File: config.mk
export PLATFORM = sky130hd
export DESIGN_NAME = alu_issue_seq_flat
export DESIGN_NICKNAME = d
export VERILOG_FILES = /design/src/rtl/alu_issue_seq_pkg.sv /design/src/rtl/alu_issue_seq_if.sv /design/src/rtl/alu_issue_seq_regfile.sv /design/src/rtl/alu_issue_seq.sv /design/src/flat_wrapper.sv
export SDC_FILE = /design/constraint.sdc
export NUM_CORES = 1
export LEC_CHECK = 0
export CAP_MARGIN = 15
export CORE_MARGIN = 2
export CORE_UTILIZATION = 52
export DETAILED_ROUTE_END_ITERATION = 8
export PLACE_DENSITY = 0.79
export RECOVER_POWER = 50
export SLEW_MARGIN = 20
export SYNTH_ARGS = -nofsm -noshare
export SYNTH_HDL_FRONTEND = slang
export SYNTH_SLANG_ARGS = --single-unit
export TNS_END_PERCENT = 1
File: constraint.sdc
create_clock -name clk_i -period 3.1 [get_ports clk_i]
set_input_delay 0.93 -clock clk_i [delete_from_list [all_inputs] [get_ports clk_i]]
set_output_delay 0.93 -clock clk_i [all_outputs]
set_load 0.005 [all_outputs]
File: src/rtl/alu_issue_seq_pkg.sv
// Shared types for the ALU issue/writeback sequencer: ALU opcodes, the
// sequencer FSM states, and instruction-field widths.
package alu_pkg;

    localparam int DATA_W = 8;
    localparam int OP_W   = 3;

    typedef enum logic [2:0] {
        ALU_ADD = 3'd0,
        ALU_SUB = 3'd1,
        ALU_SLL = 3'd2,
        ALU_LSR = 3'd3,
        ALU_AND = 3'd4,
        ALU_OR  = 3'd5,
        ALU_XOR = 3'd6,
        ALU_EQL = 3'd7
    } alu_op_e;

    typedef enum logic [1:0] {
        IDLE = 2'd0,
        EXEC = 2'd1,
        RESP = 2'd2
    } issue_state_e;

    // Instruction word is {ld_imm, op, rd, rs1, rs2}.
    function automatic int instr_w(input int aw);
        return 1 + OP_W + 3 * aw;
    endfunction

endpackage

File: src/rtl/alu_issue_seq_if.sv
// Instruction, ALU and result handshake bundle for alu_issue_seq.
// zero_o exists only when ALU_ISSUE_ZFLAG_EN is defined.
interface alu_issue_seq_if #(
    parameter int NREGS = 4
);
    localparam int REG_AW  = $clog2(NREGS);
    localparam int INSTR_W = alu_pkg::instr_w(REG_AW);

    logic               instr_valid_i;
    logic               instr_ready_o;
    logic [INSTR_W-1:0] instr_i;
    logic [7:0]         imm_i;
    logic [7:0]         alu_a_o;
    logic [7:0]         alu_b_o;
    logic [2:0]         alu_op_o;
    logic [7:0]         alu_res_i;
    logic               res_valid_o;
    logic               res_ready_i;
    logic [7:0]         res_o;
    logic [REG_AW-1:0]  res_rd_o;
`ifdef ALU_ISSUE_ZFLAG_EN
    logic               zero_o;

    modport slave (
        input  instr_valid_i, instr_i, imm_i, alu_res_i, res_ready_i,
        output instr_ready_o, alu_a_o, alu_b_o, alu_op_o, res_valid_o,
               res_o, res_rd_o, zero_o
    );

    modport master (
        output instr_valid_i, instr_i, imm_i, alu_res_i, res_ready_i,
        input  instr_ready_o, alu_a_o, alu_b_o, alu_op_o, res_valid_o,
               res_o, res_rd_o, zero_o
    );
`else
    modport slave (
        input  instr_valid_i, instr_i, imm_i, alu_res_i, res_ready_i,
        output instr_ready_o, alu_a_o, alu_b_o, alu_op_o, res_valid_o,
               res_o, res_rd_o
    );

    modport master (
        output instr_valid_i, instr_i, imm_i, alu_res_i, res_ready_i,
        input  instr_ready_o, alu_a_o, alu_b_o, alu_op_o, res_valid_o,
               res_o, res_rd_o
    );
`endif

endinterface

File: src/rtl/alu_issue_seq_regfile.sv
// Small register file: NREGS x 8 flops, two combinational read ports,
// one synchronous write port, asynchronous active-high clear.
module alu_regfile
    import alu_pkg::*;
#(
    parameter  int NREGS = 4,
    localparam int AW    = $clog2(NREGS)
) (
    input  logic              clk_i,
    input  logic              rst_i,
    input  logic              we,
    input  logic [AW-1:0]     waddr,
    input  logic [DATA_W-1:0] wdata,
    input  logic [AW-1:0]     raddr_a,
    input  logic [AW-1:0]     raddr_b,
    output logic [DATA_W-1:0] rdata_a,
    output logic [DATA_W-1:0] rdata_b
);

    logic [DATA_W-1:0] regs [NREGS];

    // Storage: cleared by reset, otherwise written on the single write port.
    always_ff @(posedge clk_i or posedge rst_i) begin
        if (rst_i) begin
            for (int i = 0; i < NREGS; i++) begin
                regs[i] <= '0;
            end
        end else if (we) begin
            regs[waddr] <= wdata;
        end
    end

    assign rdata_a = regs[raddr_a];
    assign rdata_b = regs[raddr_b];

endmodule

File: src/rtl/alu_issue_seq.sv
// Issue/writeback sequencer in front of the 8-bit simple ALU.
// Accepts one instruction, presents its operands to the ALU for one cycle,
// captures the result (or immediate), writes it back and holds it on the
// result handshake. Optional zero flag: define ALU_ISSUE_ZFLAG_EN.
module alu_issue_seq
    import alu_pkg::*;
#(
    parameter  int NREGS  = 4,
    localparam int REG_AW = $clog2(NREGS)
) (
    input  logic           clk_i,
    input  logic           rst_i,
    alu_issue_seq_if.slave bus
);

    issue_state_e      state;
    logic              ld_imm_q;
    logic [REG_AW-1:0] rd_q;
    logic [7:0]        imm_q;

    logic              in_ld_imm;
    alu_op_e           in_op;
    logic [REG_AW-1:0] in_rd;
    logic [REG_AW-1:0] in_rs1;
    logic [REG_AW-1:0] in_rs2;
    logic [7:0]        rdata_a;
    logic [7:0]        rdata_b;
    logic [7:0]        wb_data;
    logic              wb_en;

    assign in_rs2    = bus.instr_i[REG_AW-1:0];
    assign in_rs1    = bus.instr_i[2*REG_AW-1:REG_AW];
    assign in_rd     = bus.instr_i[3*REG_AW-1:2*REG_AW];
    assign in_op     = alu_op_e'(bus.instr_i[3*REG_AW+2:3*REG_AW]);
    assign in_ld_imm = bus.instr_i[3*REG_AW+3];

    // Writeback happens only on the EXEC edge; a reset during EXEC kills it.
    assign wb_en   = (state == EXEC);
    assign wb_data = ld_imm_q ? imm_q : bus.alu_res_i;

    alu_regfile #(
        .NREGS(NREGS)
    ) u_regfile (
        .clk_i   (clk_i),
        .rst_i   (rst_i),
        .we      (wb_en),
        .waddr   (rd_q),
        .wdata   (wb_data),
        .raddr_a (in_rs1),
        .raddr_b (in_rs2),
        .rdata_a (rdata_a),
        .rdata_b (rdata_b)
    );

    // Sequencer FSM: operands are latched at accept, so they are read before
    // this instruction's own writeback and stay stable through EXEC.
    always_ff @(posedge clk_i or posedge rst_i) begin
        if (rst_i) begin
            state             <= IDLE;
            ld_imm_q          <= 1'b0;
            rd_q              <= '0;
            imm_q             <= '0;
            bus.instr_ready_o <= 1'b1;
            bus.res_valid_o   <= 1'b0;
            bus.alu_a_o       <= '0;
            bus.alu_b_o       <= '0;
            bus.alu_op_o      <= '0;
            bus.res_o         <= '0;
            bus.res_rd_o      <= '0;
`ifdef ALU_ISSUE_ZFLAG_EN
            bus.zero_o        <= 1'b0;
`endif
        end else begin
            case (state)
                IDLE: begin
                    if (bus.instr_valid_i) begin
                        state             <= EXEC;
                        bus.instr_ready_o <= 1'b0;
                        ld_imm_q          <= in_ld_imm;
                        rd_q              <= in_rd;
                        imm_q             <= bus.imm_i;
                        bus.alu_a_o       <= rdata_a;
                        bus.alu_b_o       <= rdata_b;
                        bus.alu_op_o      <= in_op;
                    end
                end
                EXEC: begin
                    state           <= RESP;
                    bus.res_valid_o <= 1'b1;
                    bus.res_o       <= wb_data;
                    bus.res_rd_o    <= rd_q;
`ifdef ALU_ISSUE_ZFLAG_EN
                    bus.zero_o      <= (wb_data == 8'h00);
`endif
                end
                RESP: begin
                    if (bus.res_ready_i) begin
                        state             <= IDLE;
                        bus.res_valid_o   <= 1'b0;
                        bus.instr_ready_o <= 1'b1;
                    end
                end
                default: begin
                    state             <= IDLE;
                    bus.res_valid_o   <= 1'b0;
                    bus.instr_ready_o <= 1'b1;
                end
            endcase
        end
    end

endmodule

File: src/flat_wrapper.sv
// flat-port wrapper written by rule: the top's interface ports become plain ports
module alu_issue_seq_flat import alu_pkg::*;
#(
    parameter  int NREGS  = 4,
    localparam int REG_AW = $clog2(NREGS)
)
  (clk_i, rst_i, bus_instr_valid_i, bus_instr_i, bus_imm_i, bus_alu_res_i, bus_res_ready_i, bus_instr_ready_o, bus_alu_a_o, bus_alu_b_o, bus_alu_op_o, bus_res_valid_o, bus_res_o, bus_res_rd_o);
  alu_issue_seq_if #(.NREGS(NREGS)) bus_i ();
  input  logic clk_i;
  input  logic rst_i;
  input wire logic [$bits(bus_i.instr_valid_i)-1:0] bus_instr_valid_i;
  input wire logic [$bits(bus_i.instr_i)-1:0] bus_instr_i;
  input wire logic [$bits(bus_i.imm_i)-1:0] bus_imm_i;
  input wire logic [$bits(bus_i.alu_res_i)-1:0] bus_alu_res_i;
  input wire logic [$bits(bus_i.res_ready_i)-1:0] bus_res_ready_i;
  output wire logic [$bits(bus_i.instr_ready_o)-1:0] bus_instr_ready_o;
  output wire logic [$bits(bus_i.alu_a_o)-1:0] bus_alu_a_o;
  output wire logic [$bits(bus_i.alu_b_o)-1:0] bus_alu_b_o;
  output wire logic [$bits(bus_i.alu_op_o)-1:0] bus_alu_op_o;
  output wire logic [$bits(bus_i.res_valid_o)-1:0] bus_res_valid_o;
  output wire logic [$bits(bus_i.res_o)-1:0] bus_res_o;
  output wire logic [$bits(bus_i.res_rd_o)-1:0] bus_res_rd_o;
  assign bus_i.instr_valid_i = bus_instr_valid_i;
  assign bus_i.instr_i = bus_instr_i;
  assign bus_i.imm_i = bus_imm_i;
  assign bus_i.alu_res_i = bus_alu_res_i;
  assign bus_i.res_ready_i = bus_res_ready_i;
  assign bus_instr_ready_o = bus_i.instr_ready_o;
  assign bus_alu_a_o = bus_i.alu_a_o;
  assign bus_alu_b_o = bus_i.alu_b_o;
  assign bus_alu_op_o = bus_i.alu_op_o;
  assign bus_res_valid_o = bus_i.res_valid_o;
  assign bus_res_o = bus_i.res_o;
  assign bus_res_rd_o = bus_i.res_rd_o;
  alu_issue_seq #(.NREGS(NREGS)) u_core (.clk_i(clk_i), .rst_i(rst_i), .bus(bus_i));
endmodule
After elaboration in Yosys (flattened, before gate mapping)
Cells that the tools add are included.
{"block": "word_totals", "ff_bits": 76, "word_cells": 52}
{"block": "op_classes", "reduce_logical": 6, "muxes": 18, "n_eq_ne": 4, "n_lt_le_gt_ge": 4, "bitwise": 5}
{"cell": "2-to-1 mux 8 bit", "n": 6}
{"cell": "binary-select mux 8 bit (select 2 bit)", "n": 2}
{"cell": "bitwise mux 32 bit", "n": 1}
{"cell": "demux 8 bit (select 2 bit)", "n": 1}
{"cell": ">= comparator 3 bit (second input constant)", "n": 3}
{"cell": "NOT 2 -> 3 bit", "n": 3}
{"cell": "one-hot mux 1 bit (3 select lines)", "n": 2}
{"cell": "one-hot mux 2 bit (3 select lines)", "n": 1}
{"cell": "AND reduction 2 bit", "n": 3}
{"cell": "2-to-1 mux 2 bit", "n": 2}
{"cell": "inequality test 2 bit (second input constant)", "n": 2}
{"cell": "less-than comparator 3 x 1 -> 1 bit (second input constant)", "n": 1}
{"cell": "2-to-1 mux 1 bit", "n": 3}
{"cell": "AND reduction 3 bit", "n": 1}
{"cell": "equality test 2 x 1 -> 1 bit (second input constant)", "n": 1}
{"cell": "equality test 2 bit (second input constant)", "n": 1}
{"cell": "logical NOT 2 bit", "n": 1}
{"cell": "NOT 1 bit", "n": 2}
{"cell": "logical AND 1 bit", "n": 1}

Depth between registers and ports, before layout
Gate-level depths: netlist (run 1).
{"block": "logic_depth", "ltp_word": 6, "ltp_mapped": 6, "mapped_depth_nobuf": 3}

By module
A second synthesis (run 1) with hierarchy kept.
{"block": "unflattened", "cells_unflattened": 199, "area_unflattened_um2": 3333.2}
{"mod": "alu_issue_seq", "cells_each": 110, "area_per_inst_um2": 1739.2, "seq_area_each_um2": 1102.3, "n_inst": 1}
{"mod": "alu_regfile", "cells_each": 89, "area_per_inst_um2": 1594.0, "seq_area_each_um2": 800.8, "n_inst": 1}

Worst setup path before layout (run 1)
Ideal clock, no wire load.
{"block": "synth_timing", "path_kind": "input to register", "from": "in bus_instr_i[2]", "to": "reg u_core.bus.alu_a_o[0]", "stages": 3, "n_path_buf": 1, "setup_slack_ps": 1171, "arrival_time_ps": 1804, "path_cell_list": "buf_6 > mux4_2 > mux2_4"}
{"block": "synth_between", "elab_chain_len": 4}
{"item": "from (decl)", "line_no": "flat_wrapper.sv:12", "rtl": "input wire logic [$bits(bus_i.instr_i)-1:0] bus_instr_i;"}
{"item": "NOT 2 -> 3 bit (not written as such)", "line_no": "alu_issue_seq_regfile.sv:33", "rtl": "assign rdata_a = regs[raddr_a];"}
{"item": "binary-select mux 8 bit (select 2 bit)", "line_no": "alu_issue_seq_regfile.sv:33"}
{"item": "2-to-1 mux 8 bit (not written as such) (2 in series)", "line_no": "alu_issue_seq_regfile.sv:33"}
{"item": "to (signal assigned)", "line_no": "alu_issue_seq.sv:82", "rtl": "bus.alu_a_o <= rdata_a;"}
{"item": "to (decl)", "line_no": "alu_issue_seq_if.sv:38", "rtl": "output instr_ready_o, alu_a_o, alu_b_o, alu_op_o, res_valid_o,"}
No other way between the ends. The select of a mux whose other input is x is not followed.
A chain may end at the register's enable or synchronous reset.

Worst setup path after layout (run 1)
{"block": "layout_timing", "from": "in bus_instr_valid_i", "to": "reg u_core.imm_q[1]"}
{"block": "layout_between", "elab_chain_len": 1}
{"item": "from (decl)", "line_no": "flat_wrapper.sv:11", "rtl": "input wire logic [$bits(bus_i.instr_valid_i)-1:0] bus_instr_valid_i;"}
{"item": "AND reduction 2 bit (no source line)"}
{"item": "to (signal assigned)", "line_no": "alu_issue_seq.sv:81", "rtl": "imm_q <= bus.imm_i;"}
{"item": "to (decl)", "line_no": "alu_issue_seq.sv:19", "rtl": "logic [7:0] imm_q;"}
No other way between the ends.

==> metrics.md, run 1 <==
| Metric | Value |
|---|---|
| Max stage delay cell, worst path | `clkbuf_2` |
| Critical path data arrival time | `2.75 ns` |
| Comb power frac | `0.379` |
| Area Overhead vs Synth | `23.3%` |
| R2r startpoint | `u_core.state[1]` |
| Share of the synthesized area in the top cell type | `0.553` |
| Clock Sinks | `between 70 and 80` |
| Commonest non-fill, non-tap cells in the layout | `dfrtp_1, clkdlybuf4s50_1, nor2_1` |
| Critical path peak fanout | `31` |
| Total track usage | `0.190` |
| Via density | `5.46` |
| Hold path startpoint | `u_core.bus.res_valid_o` |
| Hold Path Cell Cnt | `1` |
| Worst Hold End | `u_core.bus.res_valid_o` |
| Wire per inst | `about 16 µm` |
| Hold-fix buffers at CTS | `0` |
| Req. time, crit path | `between 3 and 4 ns` |
| Reg2reg end | `u_core.imm_q[1]` |
| Reg2reg setup slack | `around 1.1 ns` |
| Switching Share | `0.306` |
| Via count of the routed design | `2112` |
| Period Utilization, post-route | `0.816` |
| Initial antenna violation count | `0` |
| CORE AREA | `0.00631 mm²` |
| DIE WIDTH | `~85 µm` |
| Overall Power | `~4 mW` |
| GR Overflow Total | `0` |
| Antenna diodes | `0` |
| Max Slew Vio Count | `0` |
| Clock Pin Slew Worst Setup and Hold Paths | `0.07 ns` |
| Leak | `1.73 nW` |
| Drt total wl | `6220 µm` |
| Avg Inst Size Synth | `roughly 14 µm²` |
| Syn Inst Count | `247` |
| Worst setup path category | `in -> reg` |
| Crit path cell chain | `clkdlybuf4s50_1, nand2b_4, nor2_4, clkbuf_2, mux2_2` |
| Share of cells above drive strength 1 | `0.239` |
| # rows | `29` |
| Post-CTS sizing | `0` |
| Clock power frac | `0.179` |
| Clk_lat worst skew | `between 0.3 and 0.4 ns` |
| First DRT Iteration DRCs | `75` |
| CTS tree | `yes` |
| Detail Placement HPWL | `4260 µm` |
| Hold WC Path Type | `reg -> reg` |
| Reg power frac | `0.442` |
| Sequential area share after synthesis | `0.561` |
| CP endpoint kind | `flip-flop` |
| DIE AREA | `about 0.007 mm²` |
| Crit path time final | `about 2.5 ns` |
| Max Cap Viol | `0` |
| Final nets | `335` |
| Yosys warns | `0` |
| Largest net degree at the start of global routing | `32` |
| Net switching power | `1.25 mW` |
| Pwr/cell area | `about 980 mW/mm²` |
| # H-tree levels | `3` |
| CTS Buffer Depth | `2` |
| Cells on worst reg2reg path | `4` |
| Initial Util | `0.537` |
| Clock skew after layout | `0.00590 ns` |
| CTS buffer count | `9` |
| Global placement routability congestion | `around 0.73` |
| Die height | `about 85 µm` |
| Area leader, netlist | `dfrtp_1` |
| Internal power | `2.84 mW` |
| Hold Fails Final Rpt | `0` |
| Top post-synthesis cells by area | `dfrtp_1, mux4_2, mux2_4, mux2_2, a21oi_1` |
| Number of I/O pins | `61` |
| Pre-antenna DRT Iters | `4` |
| Post-synthesis cell area | `0.00339 mm²` |
| VDD IR max | `0.000484 V` |
| CP peak stage delay | `roughly 0.74 ns` |
| Flops & latches, synth | `76` |
| Final setup fails | `0` |
| Vias in the first global route | `about 2100` |
| Peak Freq | `395 MHz` |
| Rel. slew slack | `0.0816` |
| Net Count, Synth | `277` |
| Run status | `finished clean` |
| RSZ-0062 raised after global routing | `no` |
| Number of distinct library cells after synthesis | `23` |
| Setup TNS | `0 ns` |
| Startpoint Class | `input port` |
| Commonest non-fill, non-tap cell in the layout | `dfrtp_1` |
| DRC Markers | `0` |
| Clock root buffer | `clkbuf_8` |
| First-pass GRT wire length | `10400 µm` |
| Post-CTS setup buffer count | `0` |
| ANT nets after route | `0` |
| Port Buf Inserts | `60` |
| Worst-Margin Slew | `1.37 ns` |
[stage by stage]
step | utilization | cells | hold WS [ns] | worst slack, ns | instance area (µm²)
after floorplan | - | 247 | 0.461 | 0.233 | 3390
after global placement | 0.635 | 371 | 0.464 | 0.582 | 4010
after detailed placement | 0.635 | 371 | 0.475 | 0.572 | 4010
after CTS | 0.666 | 387 | 0.492 | 0.780 | 4200
after global routing | 0.663 | 387 | 0.508 | 0.411 | 4190
final | 0.663 | 387 | 0.486 | 0.571 | 4190
[cells by family after synthesis]
| family | Yosys count | share of synthesized area |
|---|---|---|
| flops | 76 | 0.561 |
| mux | 56 | 0.254 |
| simple gates | 51 | 0.0748 |
| compound gates | 44 | 0.0656 |
| buf+inv | 20 | 0.0450 |
[cell usage after synthesis]
cell type  number
dfrtp_1        75
nor2_1         26
a21oi_1        25
nand2_1        18
o21ai_0        17
mux2_2         16
mux2_4         16
mux4_2         16
buf_6           8
mux2i_1         8
buf_2           5
buf_4           3
and4bb_2        2
buf_1           2
inv_1           2
dfstp_2         1
nand2b_1        1
nand2b_4        1
nand4b_1        1
nor2_4          1
nor4b_4         1
o21a_1          1
o21ai_1         1
[per-layer routing]
layer  up-vias  track usage  wire (µm)
met5         -            0          0
met1      1056        0.256       2720
met2        63        0.303       3070
met4         0       0.0736         73
li1        988            -          -
met3         5       0.0472        353
[power by group through the flow]
stage	sequential, mW	clock (mW)	combinational (mW)
floorplan	1.72	0	1.08
finish	1.81	0.733	1.55
global route	1.88	0.787	1.70
CTS	1.81	0.750	1.58
global placement	1.81	0	1.52
detailed placement	1.83	0	1.58
[critical path: cells and delay by family]
| kind | cells | cell delay (ns) |
|---|---|---|
| buffers and inverters | 2 | 1.25 |
| muxes | 1 | 0.42 |
| and+or+nand+nor | 2 | 0.13 |
[final cells by class]
class,count,area [µm²]
Fill cell,482,2130
Sequential cell,76,1900
Multi-Input combinational cell,151,1340
Timing Repair Buffer,65,646
Clock buffer,12,145
Tap cell,77,96.3
Clock inverter,4,48.8
Inverter,2,8.76
[registers in the layout, indices dropped and copies added, names as in the netlist, 3 cells and up]
register               count
u_core.imm_q               8
u_core.bus.alu_a_o         8
u_core.u_regfile.regs     32
u_core.bus.alu_b_o         8
u_core.bus.res_o           8
u_core.bus.alu_op_o        3
[worst max-delay path by stage]
stage                                  start                        end  slack (ns)  cells after the start
global route                           rst_i  u_core.u_regfile.regs[12]        0.41                      3
floorplan                              rst_i      u_core.bus.alu_a_o[0]        0.23                      1
finish                     bus_instr_valid_i            u_core.imm_q[1]        0.57                      5
detailed placement            bus_instr_i[2]      u_core.bus.alu_a_o[5]        0.57                      4
global placement              bus_instr_i[2]      u_core.bus.alu_a_o[1]        0.58                      4
CTS                 u_core.bus.instr_ready_o          bus_instr_ready_o        0.78                      1
(Power assumes the default switching activity.)
==> run 2, diff against run 1 <==
Clock period 3.1 ns to 2.5 ns, I/O delays scaled along.
==> run 2 against run 1 <==
Sequential power grew 25%. Clock skew grew 0.00075 ns. Clock-buffer cell count is the same. First-iteration DRC count grew 56%. Critical path type is now reg -> out. Critical endpoint is now bus_instr_ready_o. Largest cell class unchanged. Highest routed layer unchanged.
==> metrics.md, run 2 (synthesis gave the netlist of run 1 again) <==
| Metric | Value |
|---|---|
| Peak Freq | `471 MHz` |
| Clk_lat worst skew | `0.33 ns` |
| Port Buf Inserts | `60` |
| CP peak stage delay | `between 0.5 and 0.6 ns` |
| Via density | `5.52` |
| Max Cap Viol | `0` |
| Detail Placement HPWL | `about 4500 µm` |
| Initial antenna violation count | `0` |
| # rows | `29` |
| Crit path time final | `2.12 ns` |
| CTS buffer count | `9` |
| Pwr/cell area | `1190 mW/mm²` |
| RSZ-0062 raised after global routing | `no` |
| Comb power frac | `0.394` |
| Fin cells | `390` |
| Global placement routability congestion | `0.752` |
| Leak | `1.75 nW` |
| Rel. slew slack | `0.400` |
| Clock Pin Slew Worst Setup and Hold Paths | `0.07 ns` |
| Net switching power | `1.55 mW` |
| Critical path depth in cells | `1` |
| CTS Buffer Depth | `2` |
| Pre-antenna DRT Iters | `4` |
| Run status | `finished clean` |
| DIE WIDTH | `around 85 µm` |
| Inst Count DP | `376` |
| Buf+Inv Stages, Crit Path | `1` |
| CP endpoint kind | `output port` |
| Largest net degree at the start of global routing | `24` |
| Cells on worst reg2reg path | `3` |
| Share of cells above drive strength 1 | `0.240` |
| Post-DP Area | `0.00411 mm²` |
| Antenna diodes | `0` |
| Clock power frac | `0.155` |
| Max Slew Vio Count | `0` |
| Layout Utilization | `0.669` |
| DRC Markers | `0` |
| Startpoint Class | `flip-flop` |
| CORE AREA | `0.00631 mm²` |
| Max stage delay cell, worst path | `dfstp_2` |
| Clock skew after layout | `0.00665 ns` |
| Initial Util | `0.537` |
| First DRT Iteration DRCs | `between 100 and 150` |
| Total track usage | `0.193` |
| Critical path data arrival time | `1.37 ns` |
| Switching Share | `0.310` |
| DIE AREA | `0.00719 mm²` |
| Number of I/O pins | `61` |
| GR Overflow Total | `0` |
| Period Utilization, post-route | `0.849` |
| Top reg by flops | `u_core.u_regfile.regs` |
| Hold Path Cell Cnt | `1` |
| # H-tree levels | `3` |
| Area Overhead vs Synth | `24.4%` |
| Worst setup path category | `reg -> out` |
| Cell family with most CP delay | `flip-flops` |
| Setup TNS | `0 ns` |
| Commonest non-fill, non-tap cell in the layout | `dfrtp_1` |
| Drt total wl | `around 6300 µm` |
| Commonest non-fill, non-tap cells in the layout | `dfrtp_1, clkdlybuf4s50_1, nor2_1` |
| Hold Fails Final Rpt | `0` |
| Post-CTS sizing | `0` |
| Vias in the first global route | `2164` |
| VDD IR max | `0.000629 V` |
| Worst-Margin Slew | `0.896 ns` |
| Hold-fix buffers at CTS | `0` |
| Clock Sinks | `76` |
| Wire per inst | `16.3 µm` |
| Clock root buffer | `clkbuf_8` |
| CTS tree | `yes` |
| Hold WC Path Type | `reg -> reg` |
| Design area | `approximately 0.0042 mm²` |
| Die height | `roughly 85 µm` |
| Internal power | `3.45 mW` |
| Reg power frac | `0.451` |
| Post-CTS setup buffer count | `0` |
| Hold slack final | `0.485 ns` |
| First-pass GRT wire length | `10600 µm` |
| Max reg flops | `32` |
| Final setup fails | `0` |
| Req. time, crit path | `1.75 ns` |
| Final nets | `340` |
| Critical path peak fanout | `3` |
| ANT nets after route | `0` |
| Via count of the routed design | `2153` |
| Crit path cell chain | `clkdlybuf4s50_1` |
[run 2: cell type report]
class                      instances  area, µm²
clock buffer                      12        145
clock inverter                     2       12.5
fill                             475       2090
inverter                           2       8.76
multi-input combinational        151       1340
sequential                        76       1900
tap                               77       96.3
timing repair buffer              70        718
[run 2: power by group through the flow]
stage,sequential (mW),combinational (mW),clock (mW)
6_report,2.26,1.97,0.777
5_1_grt,2.33,2.15,0.858
4_1_cts,2.25,2.01,0.800
3_5_place_dp,2.27,2.01,0
3_3_place_gp,2.24,1.93,0
2_1_floorplan,2.13,1.34,0
[run 2: worst paths after layout]
path	from	to	slack, ns
worst max-delay path	u_core.bus.instr_ready_o	bus_instr_ready_o	0.38
worst min-delay path	u_core.bus.res_valid_o	u_core.bus.res_valid_o	0.49
worst max register to register	u_core.state[0]	u_core.u_regfile.regs[29]	0.82
worst min register to register	u_core.bus.res_valid_o	u_core.bus.res_valid_o	0.49
max in group asynchronous	rst_i	u_core.u_regfile.regs[8]	0.54
min in group asynchronous	rst_i	u_core.u_regfile.regs[15]	0.98
[run 2: through the flow]
stage / setup WS [ns] / power, mW
after floorplan: 0.751 / 3.47
after global placement: 0.204 / 4.18
after detailed placement: 0.158 / 4.27
after CTS: 0.354 / 5.06
after global routing: 0.323 / 5.34
final: 0.378 / 5.00
[run 2: worst reg2reg max path, stage by stage, from the launching register on]
cell	delay (ns)
dfrtp_1	0.53
nor4b_4	0.80
nor2_1	0.13
a21oi_1	0.15
[run 2: metal layers]
layer / routed length [µm] / part of all wire / GRT usage
met4: 126 / 0.020 / 0.0924
met3: 311 / 0.049 / 0.0305
met5: 0 / 0 / 0
met2: 3270 / 0.52 / 0.311
met1: 2640 / 0.42 / 0.260
==> run 3, diff against run 2 <==
Settings changed: CORE_UTILIZATION 52 to 47, PLACE_DENSITY 0.79 to 0.75.
Clock period 2.5 ns to 1.9 ns, I/O delays scaled along.
==> run 3 against run 2 <==
Worst setup slack lost 0.29 ns. Power grew 38%. Via count fell by 1.1%. Sequential share of layout area is 1.2 points lower. Critical path depth rose by 3. Clock-buffer cell count fell by 2. Worst hold slack got worse by 0.0015 ns. Global-route usage decreased by 0.92 points. Core utilization down 4.1 points. First-iteration DRC count grew 5.1%. Critical path type is now in -> reg. Largest cell class unchanged.
==> metrics.md, run 3 (synthesis gave the netlist of run 1 again) <==
| Metric | Value |
|---|---|
| Net switching power | `2.12 mW` |
| Commonest non-fill, non-tap cell in the layout | `dfrtp_1` |
| Critical path peak fanout | `8` |
| RSZ-0062 raised after global routing | `no` |
| Fin cells | `413` |
| Pwr/cell area | `1590 mW/mm²` |
| Clock skew after layout | `0.00723 ns` |
| Period Utilization, post-route | `0.952` |
| Overall Power | `just under 7 mW` |
| Worst setup path category | `in -> reg` |
| Via density | `between 5 and 6` |
| Drt total wl | `6570 µm` |
| Switching Share | `0.306` |
| Clk_lat worst skew | `approximately 0.33 ns` |
| Initial antenna violation count | `0` |
| WL met3 | `287 µm` |
| Max reg flops | `32` |
| Routed length on met2 | `between 3000 and 4000 µm` |
| Reg power frac | `0.430` |
| GR Overflow Total | `0` |
| Clock root buffer | `clkbuf_8` |
| DIE AREA | `0.00792 mm²` |
| Run status | `finished clean` |
| Via count of the routed design | `between 2000 and 2500` |
| Max Cap Viol | `0` |
| Max Slew Vio Count | `0` |
| Rel. slew slack | `0.292` |
| Peak Freq | `between 500 and 600 MHz` |
| Pre-antenna DRT Iters | `4` |
| Final nets | `approximately 340` |
| Req. time, crit path | `2.12 ns` |
| Startpoint Class | `input port` |
| Vias in the first global route | `a little over 2000` |
| Comb power frac | `0.377` |
| Inst Count DP | `396` |
| Largest net degree at the start of global routing | `49` |
| VDD IR max | `roughly 0.00087 V` |
| Total track usage | `0.184` |
| Hold-fix buffers at CTS | `0` |
| Layout Utilization | `0.628` |
| Critical path data arrival time | `between 2 and 2.5 ns` |
| Initial Util | `0.491` |
| Leak | `1.80 nW` |
| Detail Placement HPWL | `about 4600 µm` |
| Clock power frac | `0.192` |
| Top reg by flops | `u_core.u_regfile.regs` |
| Internal power | `4.79 mW` |
| DRC Markers | `0` |
| CTS tree | `yes` |
| CTS Buffer Depth | `2` |
| Crit path time final | `between 1.5 and 2 ns` |
| Wire per inst | `around 16 µm` |
| Highest metal used | `met4` |
| Port Buf Inserts | `60` |
| CP endpoint kind | `flip-flop` |
| Clock Sinks | `76` |
| DIE WIDTH | `89.0 µm` |
| First-pass GRT wire length | `approximately 11000 µm` |
| Final setup fails | `0` |
| Wl on met1 | `3010 µm` |
| CORE AREA | `0.00691 mm²` |
| Hold WC Path Type | `reg -> reg` |
| Hold Fails Final Rpt | `0` |
| # rows | `30` |
| Worst-Margin Slew | `1.06 ns` |
| Clock Pin Slew Worst Setup and Hold Paths | `0.08 ns` |
| # H-tree levels | `3` |
| First DRT Iteration DRCs | `~120` |
| Fillcell total | `555` |
| Area Overhead vs Synth | `27.7%` |
| Number of I/O pins | `61` |
| ANT nets after route | `0` |
| CTS buffer count | `9` |
| Antenna diodes | `0` |
| Commonest non-fill, non-tap cells in the layout | `dfrtp_1, clkdlybuf4s50_1, nor2_1` |
| Share of cells above drive strength 1 | `0.256` |
| Global placement routability congestion | `0.695` |
| Die height | `between 80 and 90 µm` |
-- run 3: cell count changes in the layout (fill, tap and decap cells not counted), sizes merged --
cell | before | now
clkinv | 1 | 3
inv | 1 | 2
dlygate4sd2 | 0 | 1
buf | 7 | 11
dlygate4sd3 | 2 | 1
bufinv | 0 | 2
clkinvlp | 2 | 1
clkbuf | 15 | 11
-- run 3: through the flow --
stage | TNS (ns) | worst slack [ns] | cell area (µm²) | hold WS, ns
after floorplan | 0 | 0.331 | 3400 | 0.461
after global placement | -4.08 | -0.236 | 4130 | 0.463
after detailed placement | -4.60 | -0.263 | 4130 | 0.475
after CTS | 0 | 0.0775 | 4350 | 0.492
after global routing | 0 | 0.0556 | 4330 | 0.521
final | 0 | 0.0906 | 4330 | 0.484
-- run 3: power by group through the flow --
| stage | logic (mW) | registers [mW] | clock network (mW) |
|---|---|---|---|
| floorplan | 1.76 | 2.80 | 0 |
| global placement | 2.55 | 2.95 | 0 |
| detailed placement | 2.64 | 3.00 | 0 |
| CTS | 2.65 | 2.97 | 1.36 |
| global route | 2.87 | 3.08 | 1.44 |
| finish | 2.61 | 2.97 | 1.33 |
-- run 3: critical path, stage by stage --
cell and delay [ns]:
clkdlybuf4s50_1 0.51, buf_12 0.15, mux4_2 0.52, mux2_4 0.27
-- run 3: timing repair --
| item | CTS | global route |
|---|---|---|
| setup buffers | 1 | 0 |
| resized for setup | 1 | 0 |
| endpoints found under the setup margin | 1 | 0 |
-- run 3: cell type report --
| class | instances | area (µm²) | share of cell area |
|---|---|---|---|
| multi-input combinational | 151 | 1340 | 0.309 |
| tap | 96 | 120 | 0.0277 |
| timing repair buffer | 72 | 747 | 0.172 |
| clock buffer | 10 | 128 | 0.0294 |
| inverter | 2 | 11.3 | 0.00260 |
| clock inverter | 6 | 87.6 | 0.0202 |
| sequential | 76 | 1900 | 0.439 |
-- run 3: final timing paths --
path	slack [ns]	to	startpoint	cells past startpoint
min in group asynchronous	0.84	u_core.bus.alu_a_o[4]	rst_i	3
max	0.09	u_core.bus.alu_a_o[6]	bus_instr_i[2]	4
min	0.48	u_core.bus.res_valid_o	u_core.bus.res_valid_o	1
min reg2reg	0.48	u_core.bus.res_valid_o	u_core.bus.res_valid_o	1
max in group asynchronous	0.25	u_core.u_regfile.regs[30]	rst_i	3
max reg2reg	0.38	u_core.u_regfile.regs[21]	u_core.state[1]	3
-- run 3: layer usage --
| layer | track usage | vias to the layer above |
|---|---|---|
| met5 | 0 | - |
| met4 | 0.0773 | 0 |
| met3 | 0.0314 | 5 |
| met2 | 0.284 | 53 |
| met1 | 0.262 | 1063 |
| li1 | - | 1008 |
